`src/rtl/snake_pkg.sv`:
```
// Shared game status, direction and draw codes, playfield bounds and food LFSR helpers.
package snake_pkg;

    typedef enum logic [1:0] {
        ST_RESTART = 2'b00,
        ST_START   = 2'b01,
        ST_PLAY    = 2'b10,
        ST_DIE     = 2'b11
    } game_state_t;

    typedef enum logic [1:0] {
        DIR_UP    = 2'b00,
        DIR_DOWN  = 2'b01,
        DIR_LEFT  = 2'b10,
        DIR_RIGHT = 2'b11
    } dir_t;

    typedef enum logic [1:0] {
        DRAW_NONE = 2'b00,
        DRAW_HEAD = 2'b01,
        DRAW_BODY = 2'b10,
        DRAW_WALL = 2'b11
    } draw_t;

    localparam logic [5:0] X_MIN = 6'd1;
    localparam logic [5:0] X_MAX = 6'd38;
    localparam logic [5:0] Y_MIN = 6'd1;
    localparam logic [5:0] Y_MAX = 6'd28;

    // Fibonacci LFSR, taps 12,11,10,4; shifts toward the MSB.
    function automatic logic [11:0] lfsr_next(input logic [11:0] s);
        return {s[10:0], s[11] ^ s[10] ^ s[9] ^ s[3]};
    endfunction

    function automatic logic in_grid(input logic [5:0] x, input logic [5:0] y);
        return (x >= X_MIN) && (x <= X_MAX) && (y >= Y_MIN) && (y <= Y_MAX);
    endfunction

endpackage

```
`src/rtl/snake_food_lfsr.sv`:
```
// Free-running food LFSR; latches the first in-grid candidate while requested and empty.
// One cycle from an in-grid candidate to food_valid; clear has priority over placement.
module snake_food_lfsr
    import snake_pkg::*;
#(
    parameter logic [11:0] LFSR_SEED = 12'hACE
) (
    input  logic       i_clk,
    input  logic       i_reset,
    input  logic       i_req,
    input  logic       i_clr,
    output logic [5:0] o_food_x,
    output logic [5:0] o_food_y,
    output logic       o_food_valid
);

    logic [11:0] r_lfsr;
    logic [5:0]  r_food_x;
    logic [5:0]  r_food_y;
    logic        r_food_valid;
    logic [5:0]  w_cand_x;
    logic [5:0]  w_cand_y;

    assign w_cand_x = r_lfsr[5:0];
    assign w_cand_y = {1'b0, r_lfsr[10:6]};

    always_ff @(posedge i_clk) begin
        if (i_reset) begin
            r_lfsr       <= LFSR_SEED;
            r_food_x     <= 6'd0;
            r_food_y     <= 6'd0;
            r_food_valid <= 1'b0;
        end else begin
            r_lfsr <= lfsr_next(r_lfsr);
            if (i_clr) begin
                r_food_valid <= 1'b0;
            end else if (i_req && !r_food_valid && in_grid(w_cand_x, w_cand_y)) begin
                r_food_x     <= w_cand_x;
                r_food_y     <= w_cand_y;
                r_food_valid <= 1'b1;
            end
        end
    end

    assign o_food_x     = r_food_x;
    assign o_food_y     = r_food_y;
    assign o_food_valid = r_food_valid;

endmodule

```
`src/rtl/snake_game_ctrl.sv`:
```
// Game sequencer: START/PLAY/DIE/RESTART, move tick, eat detection, death flash, snake re-init.
// move_tick is combinational from the tick counter; add_cube/score/food update one cycle after eat.
module snake_game_ctrl
    import snake_pkg::*;
#(
    parameter int          TICK_DIV  = 12500000,
    parameter int          FLASH_DIV = 6250000,
    parameter int          FLASH_NUM = 8,
    parameter int          MAX_LEN   = 16,
    parameter logic [11:0] LFSR_SEED = 12'hACE
) (
    input  logic       i_clk,
    input  logic       i_reset,
    input  logic       i_start_press,
    input  logic       i_hit_wall,
    input  logic       i_hit_body,
    input  logic [5:0] i_head_x,
    input  logic [5:0] i_head_y,
    input  logic [6:0] i_cube_num,
    output logic [1:0] o_game_status,
    output logic       o_move_tick,
    output logic       o_add_cube,
    output logic       o_snake_rst_n,
    output logic       o_die_flash,
    output logic [5:0] o_food_x,
    output logic [5:0] o_food_y,
    output logic       o_food_valid,
    output logic [7:0] o_score
);

    game_state_t r_state;
    game_state_t w_next;
    logic [23:0] r_tick_cnt;
    logic [23:0] r_flash_cnt;
    logic [7:0]  r_flash_num;
    logic        r_die_flash;
    logic        r_add_cube;
    logic        r_snake_rst_n;
    logic [7:0]  r_score;

    logic        w_hit;
    logic        w_eat;
    logic        w_eat_ok;
    logic        w_move_tick;
    logic        w_tick_last;
    logic        w_flash_wrap;
    logic        w_flash_last;
    logic        w_food_req;
    logic        w_food_clr;

    assign w_hit        = i_hit_wall | i_hit_body;
    assign w_eat        = o_food_valid && (i_head_x == o_food_x) && (i_head_y == o_food_y);
    assign w_tick_last  = (r_tick_cnt == 24'(TICK_DIV - 1));
    assign w_flash_wrap = (r_flash_cnt == 24'(FLASH_DIV - 1));
    assign w_flash_last = (r_flash_num == 8'(FLASH_NUM - 1));

    always_comb begin
        w_next      = r_state;
        w_move_tick = 1'b0;
        w_eat_ok    = 1'b0;
        case (r_state)
            ST_START: begin
                if (i_start_press) w_next = ST_PLAY;
            end
            ST_PLAY: begin
                // A collision suppresses the step and any eat in the same cycle.
                if (w_hit) begin
                    w_next = ST_DIE;
                end else begin
                    w_move_tick = w_tick_last;
                    w_eat_ok    = w_eat;
                end
            end
            ST_DIE: begin
                if (w_flash_wrap && w_flash_last) w_next = ST_RESTART;
            end
            default: w_next = ST_START;
        endcase
    end

    always_ff @(posedge i_clk) begin
        if (i_reset) begin
            r_state       <= ST_START;
            r_tick_cnt    <= 24'd0;
            r_flash_cnt   <= 24'd0;
            r_flash_num   <= 8'd0;
            r_die_flash   <= 1'b1;
            r_add_cube    <= 1'b0;
            r_snake_rst_n <= 1'b0;
            r_score       <= 8'd0;
        end else begin
            r_state       <= w_next;
            r_add_cube    <= w_eat_ok && (i_cube_num < 7'(MAX_LEN));
            r_snake_rst_n <= (w_next != ST_RESTART);

            if (r_state == ST_START && i_start_press) begin
                r_score <= 8'd0;
            end else if (w_eat_ok && r_score != 8'hFF) begin
                r_score <= r_score + 8'd1;
            end

            if (r_state == ST_PLAY) begin
                r_tick_cnt <= w_tick_last ? 24'd0 : r_tick_cnt + 24'd1;
            end else begin
                r_tick_cnt <= 24'd0;
            end

            if (r_state == ST_DIE) begin
                if (w_flash_wrap) begin
                    r_flash_cnt <= 24'd0;
                    r_flash_num <= w_flash_last ? 8'd0 : r_flash_num + 8'd1;
                    r_die_flash <= w_flash_last ? 1'b1 : ~r_die_flash;
                end else begin
                    r_flash_cnt <= r_flash_cnt + 24'd1;
                end
            end else begin
                r_flash_cnt <= 24'd0;
                r_flash_num <= 8'd0;
                r_die_flash <= 1'b1;
            end
        end
    end

    assign w_food_req = (r_state == ST_PLAY);
    assign w_food_clr = w_eat_ok || (r_state != ST_PLAY);

    snake_food_lfsr #(
        .LFSR_SEED (LFSR_SEED)
    ) u_food (
        .i_clk        (i_clk),
        .i_reset      (i_reset),
        .i_req        (w_food_req),
        .i_clr        (w_food_clr),
        .o_food_x     (o_food_x),
        .o_food_y     (o_food_y),
        .o_food_valid (o_food_valid)
    );

    assign o_game_status = r_state;
    assign o_move_tick   = w_move_tick;
    assign o_add_cube    = r_add_cube;
    assign o_snake_rst_n = r_snake_rst_n;
    assign o_die_flash   = r_die_flash;
    assign o_score       = r_score;

endmodule

```
`config.mk`:
```
export PLATFORM = sky130hd
export DESIGN_NAME = snake_game_ctrl
export DESIGN_NICKNAME = d
export VERILOG_FILES = /design/src/rtl/snake_pkg.sv /design/src/rtl/snake_food_lfsr.sv /design/src/rtl/snake_game_ctrl.sv
export SDC_FILE = /design/constraint.sdc
export NUM_CORES = 1
export LEC_CHECK = 0
export BUFFER_PORTS_ARGS = -buffer_cell sky130_fd_sc_hd__buf_2
export CORE_UTILIZATION = 57
export DETAILED_ROUTE_END_ITERATION = 8
export PLACE_DENSITY = 0.85
export SLEW_MARGIN = 40
export SYNTH_ARGS = -nofsm -noshare
export SYNTH_HDL_FRONTEND = slang
export SYNTH_SLANG_ARGS = --single-unit
```
`constraint.sdc`:
```
create_clock -name i_clk -period 2.4 [get_ports i_clk]
set_input_delay 0.48 -clock i_clk [delete_from_list [all_inputs] [get_ports i_clk]]
set_output_delay 0.48 -clock i_clk [all_outputs]
set_load 0.05 [all_outputs]
```
== After elaboration in Yosys (flattened, before gate mapping) ==
Cells that the tools add are included.

* Output and inout bits: 27
* Flip-flop bits (word level): 93
* Input bits: 24
* Logic and storage cells: 69

* Eq/ne operators: 10
* Multiplexer cells: 10
* Bitwise logic cells: 8
* Add/sub/neg operators: 4
* $lt $le $gt $ge: 5
* Reductions and logical operators: 20

{| class="wikitable"
|+ Operators by type and width
! kind !! count
|-
| adder 24 x 1 -> 24 bit (second input constant) || 2
|-
| == test 24 x 23 -> 1 bit (second input constant) || 1
|-
| == test 24 bit (second input constant) || 1
|-
| adder 8 x 1 -> 8 bit (second input constant) || 2
|-
| logical AND 1 bit || 11
|-
| == test 8 x 3 -> 1 bit (second input constant) || 1
|-
| two-way mux 8 bit || 1
|-
| inequality test 8 bit (second input constant) || 1
|-
| less-than comparator 7 x 5 -> 1 bit (second input constant) || 1
|-
| == test 6 x 5 -> 1 bit || 1
|-
| == test 6 bit || 1
|-
| >= comparator 6 x 1 -> 1 bit (second input constant) || 1
|-
| less-or-equal comparator 6 bit (second input constant) || 1
|-
| two-way mux 2 bit || 3
|-
| one-hot mux 2 bit (3 select lines) || 1
|-
| OR reduction 2 bit || 3
|-
| OR reduction 3 bit || 2
|-
| >= comparator 5 x 1 -> 1 bit (second input constant) || 1
|-
| less-or-equal comparator 5 bit (second input constant) || 1
|-
| two-way mux 1 bit || 5
|-
| == test 2 bit (second input constant) || 2
|-
| inverter 1 bit || 4
|-
| XOR 1 bit || 3
|-
| == test 2 x 1 -> 1 bit (second input constant) || 1
|-
| 6 further kinds || 6
|}

== Depth between registers and ports, before layout ==
Gate-level depths: netlist of run 1.

* Depth in word-level cells: 8
* Mapped depth: 8
* Mapped depth without buffers: 6

== Cells and area by module ==
Synthesis of run 1 repeated with hierarchy kept, for this count alone.

* Cell total of the unflattened synthesis: 468
* Area total of the unflattened synthesis: 4224.1 sq um

{| class="wikitable"
|+ Modules (own cells, without submodules)
! module !! times used !! seq. area each (sq um) !! area each (sq um) !! cells an instance
|-
| snake_game_ctrl || 1 || 1381.3 || 3296.9 || 382
|-
| snake_food_lfsr || 1 || 480.5 || 927.1 || 86
|}

== Worst setup path after synthesis of run 1 ==
Ideal clock, no wire load.

* Path type: register to output
* From: register r_tick_cnt[0]
* To: output o_move_tick
* Arrival time: 2.789 ns
* Cell stages (with the launch flop): 5
* Path buffers: 0
* Setup slack: -0.869 ns
* Data required time: 1.920 ns
* Cells stage by stage: dfxtp_1 -> ha_1 -> nand4_1 -> or4_1 -> nor4_1

* Word-level cells in the longest chain between the ends: 3

{| class="wikitable"
|+ Ends and longest elaborated chain
! what !! line !! source
|-
| from (decl) || snake_game_ctrl.sv:33 || <nowiki>logic [23:0] r_tick_cnt;</nowiki>
|-
| from (signal assigned) || snake_game_ctrl.sv:103 || <nowiki>r_tick_cnt <= w_tick_last ? 24'd0 : r_tick_cnt + 24'd1;</nowiki>
|-
| == test 24 bit || snake_game_ctrl.sv:53 || <nowiki>assign w_tick_last = (r_tick_cnt == 24'(TICK_DIV - 1));</nowiki>
|-
| two-way mux 1 bit || snake_game_ctrl.sv:67 || <nowiki>if (w_hit) begin</nowiki>
|-
| two-way mux 1 bit || snake_game_ctrl.sv:61 || <nowiki>case (r_state)</nowiki>
|-
| to (decl) || snake_game_ctrl.sv:21 || <nowiki>output logic o_move_tick,</nowiki>
|}

Every way passes these cells.

== Worst setup path after layout of run 1 ==
* From: register r_tick_cnt[16]
* To: output o_move_tick

Same word-level chain as after synthesis.

==> out/qor.txt, run 1 <==
CP Class = reg -> out
Final Cell Area = 0.00471 mm^2
count of unique library cells instantiated by Yosys = 40
number of nets at the end of the flow = 547
GR Layer Usage met1 = 28.2%
endpoint required time on the critical path = 1.92 ns
failing checks = negative setup slack
number of nets in the synthesized netlist = 481
Clock Tree Buf Depth = 2
total power divided by cell area = 576 mW/mm^2
VDD IR max = 0.251 mV
Cells after Synth = 453
total inserted antenna cells = 0
Reg2Reg Depth = 7
count of endpoints failing hold in the final timing report = 0
origin of the critical flop-to-flop path = r_flash_cnt[0]
Crit. End Element = output pin
antenna violations before repair = 0
hold buffer count at cts = 0
startpoint of the most critical setup path = r_tick_cnt[16]
sequential element share of the synthesized area = 46.5%
standard cell core area = 0.00679 mm^2
post-synthesis area per instance = 8.83 um^2
maximum clock frequency = 0.391 GHz
cell area after placement = 0.00447 mm^2
post-layout min period = 2.56 ns
share of layout cells above drive strength 1 = 19.9%
post-detailed-route count of antenna-violating nets = 0
path category of the worst min-delay check = in -> reg
count of flip-flops with a built-in enable after synthesis = 0
input/output buffers = 45
capturing instance or port of the critical path = o_move_tick
weighted congestion reported at the end of routability-driven placement = 0.806
count of final max-slew check failures = 0
transition time of the tightest slew-check pin = 0.662 ns
crit path DAT = 2.08 ns
DR WL/cell = 13.2 um
die width = 85.8 um
tightest slew margin relative to the limit = 55.5%
static leakage = 1.80 nW
max-capacitance violation count = 0
vias after detailed routing = 3,370
maximum fanout encountered on the critical timing path = 2
post-synthesis cell type with the largest combined area = sky130_fd_sc_hd__dfxtp_1
CP Launch Type = flip-flop
global router's overall resource usage = 22.7%
effective utilization at floorplan = 58.9%
pre-CTS setup slack = 0.0518 ns
TritonCTS Sinks = 93
Synth async-reset ratio = 0%
htree depth = 3
Residual DRC = 0
top post-synthesis cells by area = sky130_fd_sc_hd__dfxtp_1 47%, sky130_fd_sc_hd__xor2_1 9.4%, sky130_fd_sc_hd__nor2_1 7.5%, sky130_fd_sc_hd__xnor2_1 3.7%, sky130_fd_sc_hd__nand3_1 3.4%
latest clock arrival within the worst-skew pair = 0.35 ns
layer with the highest usage = met2
most repeated cell in the gate-level netlist after synthesis = sky130_fd_sc_hd__dfxtp_1
average vias per placed instance = 5.44
flip-flop and latch count after synthesis = 93
num ports = 51
Synth-to-Final Area Change = 17.7%
height of the die = 85.8 um
global-route met3 utilization = 4.62%
remaining global-route overflow = 0
final HPWL from detailed placement = 5.68 mm
number of global-route vias before repair = 3,173
CTS tree = done
unrepaired setup endpoints after global routing = true
number of warnings issued by yosys = 0
setup slack, reg-to-reg = 0.14 ns
netlist area before placement = 0.00400 mm^2
die footprint = 0.00736 mm^2
library cell used as clock root buffer = sky130_fd_sc_hd__clkbuf_8
setup clock skew after layout = 0.0110 ns
fin worst setup slack = -0.155 ns
Yosys top cell area share = 46.5%
initial detailed-routing violation count = 158
maximum number of pins on one net before global-route repair = 32
leading cell types by count after synthesis = 93 x sky130_fd_sc_hd__dfxtp_1, 80 x sky130_fd_sc_hd__nor2_1, 43 x sky130_fd_sc_hd__xor2_1
fin crit share = 106%
number of detailed-routing iterations run before antenna repair = 4
Rows = 30
endpoint of the worst-slack reg-to-reg timing path = r_flash_num[0]
outcome = finished with violations
total length of routed wires = 8.16 mm
commonest register cell after synthesis = sky130_fd_sc_hd__dfxtp_1
clock edge transition at the registers on the reported setup and hold paths = 0.08 ns
CTS Buf Count = 9
met2 track demand over resource in global routing = 39.9%
# setup viols final = 1
first-pass GRT wire length = 13.6 mm
## sequential cells by signal, indices dropped and copies added (netlist names)
signal               count
r_flash_num              8
o_score                  8
o_game_status            2
r_flash_cnt             24
r_tick_cnt              24
u_food.o_food_y          5
u_food.o_food_x          6
o_die_flash              1
o_snake_rst_n            1
u_food.o_food_valid      1
o_add_cube               1
u_food.r_lfsr           12
## metal layers
metal | routed length, um | vias to the layer above
met5 | 0 | -
met4 | 70 | 0
met3 | 270 | 8
met2 | 4010 | 61
met1 | 3810 | 1585
li1 | - | 1716
## placed cells by master, fill, tap and decap left out, drive strengths merged, types with 2 or more instances in the layout
master,netlist,layout
dfxtp,93,93
nor2,80,80
buf,7,68
xor2,43,43
nand3,27,27
nand2,26,26
nand4,20,20
xnor2,17,17
a21oi,15,15
nor3,13,13
mux2i,12,12
nor4,12,12
clkbuf,6,11
and3,11,11
o21ai,9,9
inv,8,9
or2,8,8
or3,8,8
o31ai,5,5
or4,5,5
nor2b,4,4
ha,4,4
clkinvlp,0,3
and4,3,3
nor4b,3,3
nand3b,2,2
## timing repair
item	in CTS	in global routing
buffers inserted	2	0
resized for setup	8	2
pin swaps	5	1
setup endpoints to repair	1	7
## critical path: stages, from the launching register on
cell,delay (ns)
sky130_fd_sc_hd__dfxtp_2,0.35
sky130_fd_sc_hd__nor4_4,0.28
sky130_fd_sc_hd__nand2_1,0.09
sky130_fd_sc_hd__or4_4,0.57
sky130_fd_sc_hd__nor4_4,0.24
sky130_fd_sc_hd__buf_6,0.20
## final cells by class
type                    instances  area (um^2)
inverters                       8         30.0
repair buffers                 68          404
multi-input cells             339         2100
well taps                      96          120
fillers                       483         2080
flip-flops and latches         93         1870
clock buffers                  11          151
clock inverters                 4         31.3
## kinds of logic after synthesis
kind of cell	Yosys count	share of synthesized area, %
and+or+nand+nor	227	28.6
DFF	93	46.5
xor gates and xnor gates	60	13.1
AOI/OAI and AO/OA	35	5.22
buffers and inverters	21	2.16
muxes	12	3.00
adders and majority gates	4	1.25
other	1	0.0937
## stage by stage
step	hold WS (ns)	utilization (%)	setup TNS [ns]	std cells	total power, mW
6_report	0.462	69.3	-0.155	619	2.71
5_1_grt	0.490	69.3	-0.233	619	2.81
4_1_cts	0.464	69.1	-0.131	619	2.73
3_5_place_dp	0.455	65.8	0	602	1.79
3_3_place_gp	0.440	65.8	0	602	1.78
2_1_floorplan	0.430	-	0	453	1.74
## worst min-delay path by stage
stage / from / to / slack (ns) / cells past startpoint
2_1_floorplan: r_flash_cnt[0] / r_flash_cnt[0] / 0.43 / 1
3_3_place_gp: r_tick_cnt[0] / r_tick_cnt[0] / 0.44 / 1
3_5_place_dp: r_tick_cnt[0] / r_tick_cnt[0] / 0.46 / 1
4_1_cts: i_start_press / o_game_status[0] / 0.46 / 4
5_1_grt: i_cube_num[5] / o_add_cube / 0.49 / 3
6_report: i_cube_num[4] / o_add_cube / 0.46 / 3
## power by group
part / switching, mW / internal (mW)
Combinational: 0.0986 / 0.0579
Sequential: 0.0298 / 1.57
Clock: 0.529 / 0.431
Total: 0.658 / 2.06
(Power assumes the default switching activity.)
==> inputs of run 2 (changes only) <==
--- a/config.mk
+++ b/config.mk
@@ -5,10 +5,11 @@
 export SDC_FILE = /design/constraint.sdc
 export NUM_CORES = 1
 export LEC_CHECK = 0
-export BUFFER_PORTS_ARGS = -buffer_cell sky130_fd_sc_hd__buf_2
+export BUFFER_PORTS_ARGS = -buffer_cell sky130_fd_sc_hd__clkbuf_2
 export CORE_UTILIZATION = 57
 export DETAILED_ROUTE_END_ITERATION = 8
 export PLACE_DENSITY = 0.85
+export SETUP_SLACK_MARGIN = 0.02
 export SLEW_MARGIN = 40
 export SYNTH_ARGS = -nofsm -noshare
 export SYNTH_HDL_FRONTEND = slang
==> out/qor.txt, run 2 (synthesized netlist as in run 1, its figures left out) <==
outcome = finished with violations
failing checks = negative setup slack
worst stage delay on the critical path = 0.58 ns
instance count on the critical path = 5
die width = 85.8 um
unrepaired setup endpoints after global routing = true
count of final max-slew check failures = 0
number of detailed-routing iterations run before antenna repair = 4
most common cell after layout, fill and taps aside = sky130_fd_sc_hd__dfxtp_1
Power Total = 2.80 mW
num ports = 51
CTS Buf Count = 9
Residual DRC = 0
clock edge transition at the registers on the reported setup and hold paths = 0.10 ns
number of nets at the end of the flow = 547
final total negative setup slack = -0.131 ns
cell area after placement = 0.00445 mm^2
maximum clock frequency = 0.395 GHz
vias after detailed routing = 3,413
Worst path top cell family by delay = simple AND/OR/NAND/NOR gates
maximum fanout encountered on the critical timing path = 2
library cell used as clock root buffer = sky130_fd_sc_hd__clkbuf_8
Reg2Reg Depth = 6
total area of sequential cells = 0.00188 mm^2
first-pass GRT wire length = 13.8 mm
endpoint required time on the critical path = 1.92 ns
Finished Core Util = 69.8%
total power divided by cell area = 590 mW/mm^2
total inserted antenna cells = 0
Synth-to-Final Area Change = 18.6%
fin crit share = 105%
layout filler cell count = 499
CTS tree = done
weighted congestion reported at the end of routability-driven placement = 0.813
input/output buffers = 45
path category of the worst min-delay check = in -> reg
highest-delay cell along the critical path = sky130_fd_sc_hd__or4_4
Final Instance Count excl. Fillers = 620
post-layout min period = 2.53 ns
global router's overall resource usage = 23.3%
VDD IR max = 0.276 mV
count of buffer and inverter cells on the critical path = 1
Multi-input gate area = 0.00211 mm^2
leading cell types in the layout, fill and taps excluded = 84 x sky130_fd_sc_hd__dfxtp_1, 80 x sky130_fd_sc_hd__nor2_1, 44 x sky130_fd_sc_hd__clkbuf_2, 43 x sky130_fd_sc_hd__xor2_1
biggest registers after layout = r_flash_cnt (24), r_tick_cnt (24), u_food.r_lfsr (12)
average vias per placed instance = 5.50
max-capacitance violation count = 0
final HPWL from detailed placement = 5.75 mm
number of global-route vias before repair = 3,178
worst-path cell chain = and4_4, nand3_2, or4_4, nor4_4, clkbuf_8
TritonCTS Sinks = 93
setup clock skew after layout = 0.0176 ns
Crit. End Element = output pin
remaining global-route overflow = 0
Clock Tree Buf Depth = 2
die footprint = 0.00736 mm^2
crit path DAT = 2.05 ns
worst hold margin = 0.433 ns
origin of the critical flop-to-flop path = u_food.o_food_valid
# setup viols final = 1
effective utilization at floorplan = 58.9%
fin worst setup slack = -0.131 ns
antenna violations before repair = 0
tightest slew margin relative to the limit = 47.6%
post-detailed-route count of antenna-violating nets = 0
standard cell core area = 0.00679 mm^2
capturing instance or port of the critical path = o_move_tick
height of the die = 85.8 um
endpoint of the worst-slack reg-to-reg timing path = o_score[5]
initial detailed-routing violation count = 162
total length of routed wires = 8.28 mm
setup slack, reg-to-reg = 0.17 ns
startpoint of the most critical setup path = r_tick_cnt[13]
static leakage = 1.80 nW
latest clock arrival within the worst-skew pair = 0.37 ns
CP Launch Type = flip-flop
pre-CTS setup slack = -0.0186 ns
Rows = 30
maximum number of pins on one net before global-route repair = 32
share of layout cells above drive strength 1 = 21.2%
count of endpoints failing hold in the final timing report = 0
transition time of the tightest slew-check pin = 0.779 ns
htree depth = 3
CP Class = reg -> out
DR WL/cell = 13.4 um
DP Cell Count = 599
Final Cell Area = 0.00474 mm^2
==> run 2: changes by cell type in the layout (fill, tap and decap cells not counted), moves of 2 or more <==
cell                       before  now
sky130_fd_sc_hd__dfxtp_1       89   84
sky130_fd_sc_hd__buf_2         44    0
sky130_fd_sc_hd__clkbuf_2       0   44
sky130_fd_sc_hd__dfxtp_2        3    8
sky130_fd_sc_hd__clkinv_4       0    2
==> run 2: cell type report <==
class                           instances  area share (%)
Sequential cell                        93            39.5
Tap cell                               96            2.53
Clock inverter                          6            1.50
Timing Repair Buffer                   68            8.57
Inverter                                8           0.633
Multi-Input combinational cell        339            44.5
Clock buffer                           10            2.69
==> run 2: worst reg2reg max path: stages, from the launching register on <==
cell and delay (ns):
sky130_fd_sc_hd__dfxtp_1 0.42, sky130_fd_sc_hd__or4b_1 0.49, sky130_fd_sc_hd__nor4_2 0.37, sky130_fd_sc_hd__nand4_1 0.14
sky130_fd_sc_hd__buf_4 0.21, sky130_fd_sc_hd__or4_1 0.40, sky130_fd_sc_hd__a21oi_1 0.15
==> run 2: timing repair <==
item / 4_1_cts / 5_1_grt
gates resized for setup: 12 / 4
setup endpoints to repair: 1 / 2
pin swaps: 4 / 1
hold buffers: 0 / 0
setup buffers: 5 / 0
==> run 2: report_power, final <==
part	switching, mW	internal, mW	total [mW]	leakage [nW]
clock network	0.561	0.489	1.05	0.0931
registers	0.0291	1.57	1.60	0.759
logic	0.0973	0.0569	0.154	0.946
total	0.687	2.11	2.80	1.80
==> run 2: worst min path at each step <==
stage | from | end | slack, ns | cells past startpoint
after floorplan | r_flash_cnt[0] | r_flash_cnt[0] | 0.43 | 1
after global placement | r_flash_cnt[0] | r_flash_cnt[0] | 0.44 | 1
after detailed placement | r_tick_cnt[0] | r_tick_cnt[0] | 0.46 | 1
after CTS | i_start_press | o_game_status[1] | 0.43 | 3
after global routing | i_cube_num[4] | o_add_cube | 0.45 | 3
final | i_start_press | o_game_status[1] | 0.43 | 3
==> run 2: per-layer routing <==
metal / up-vias / track usage [%] / share of wire [%]
met5: - / 0 / 0
met4: 0 / 10.5 / 1.4
met3: 11 / 5.20 / 4.0
met2: 76 / 38.8 / 49
met1: 1619 / 29.0 / 46
li1: 1707 / - / -
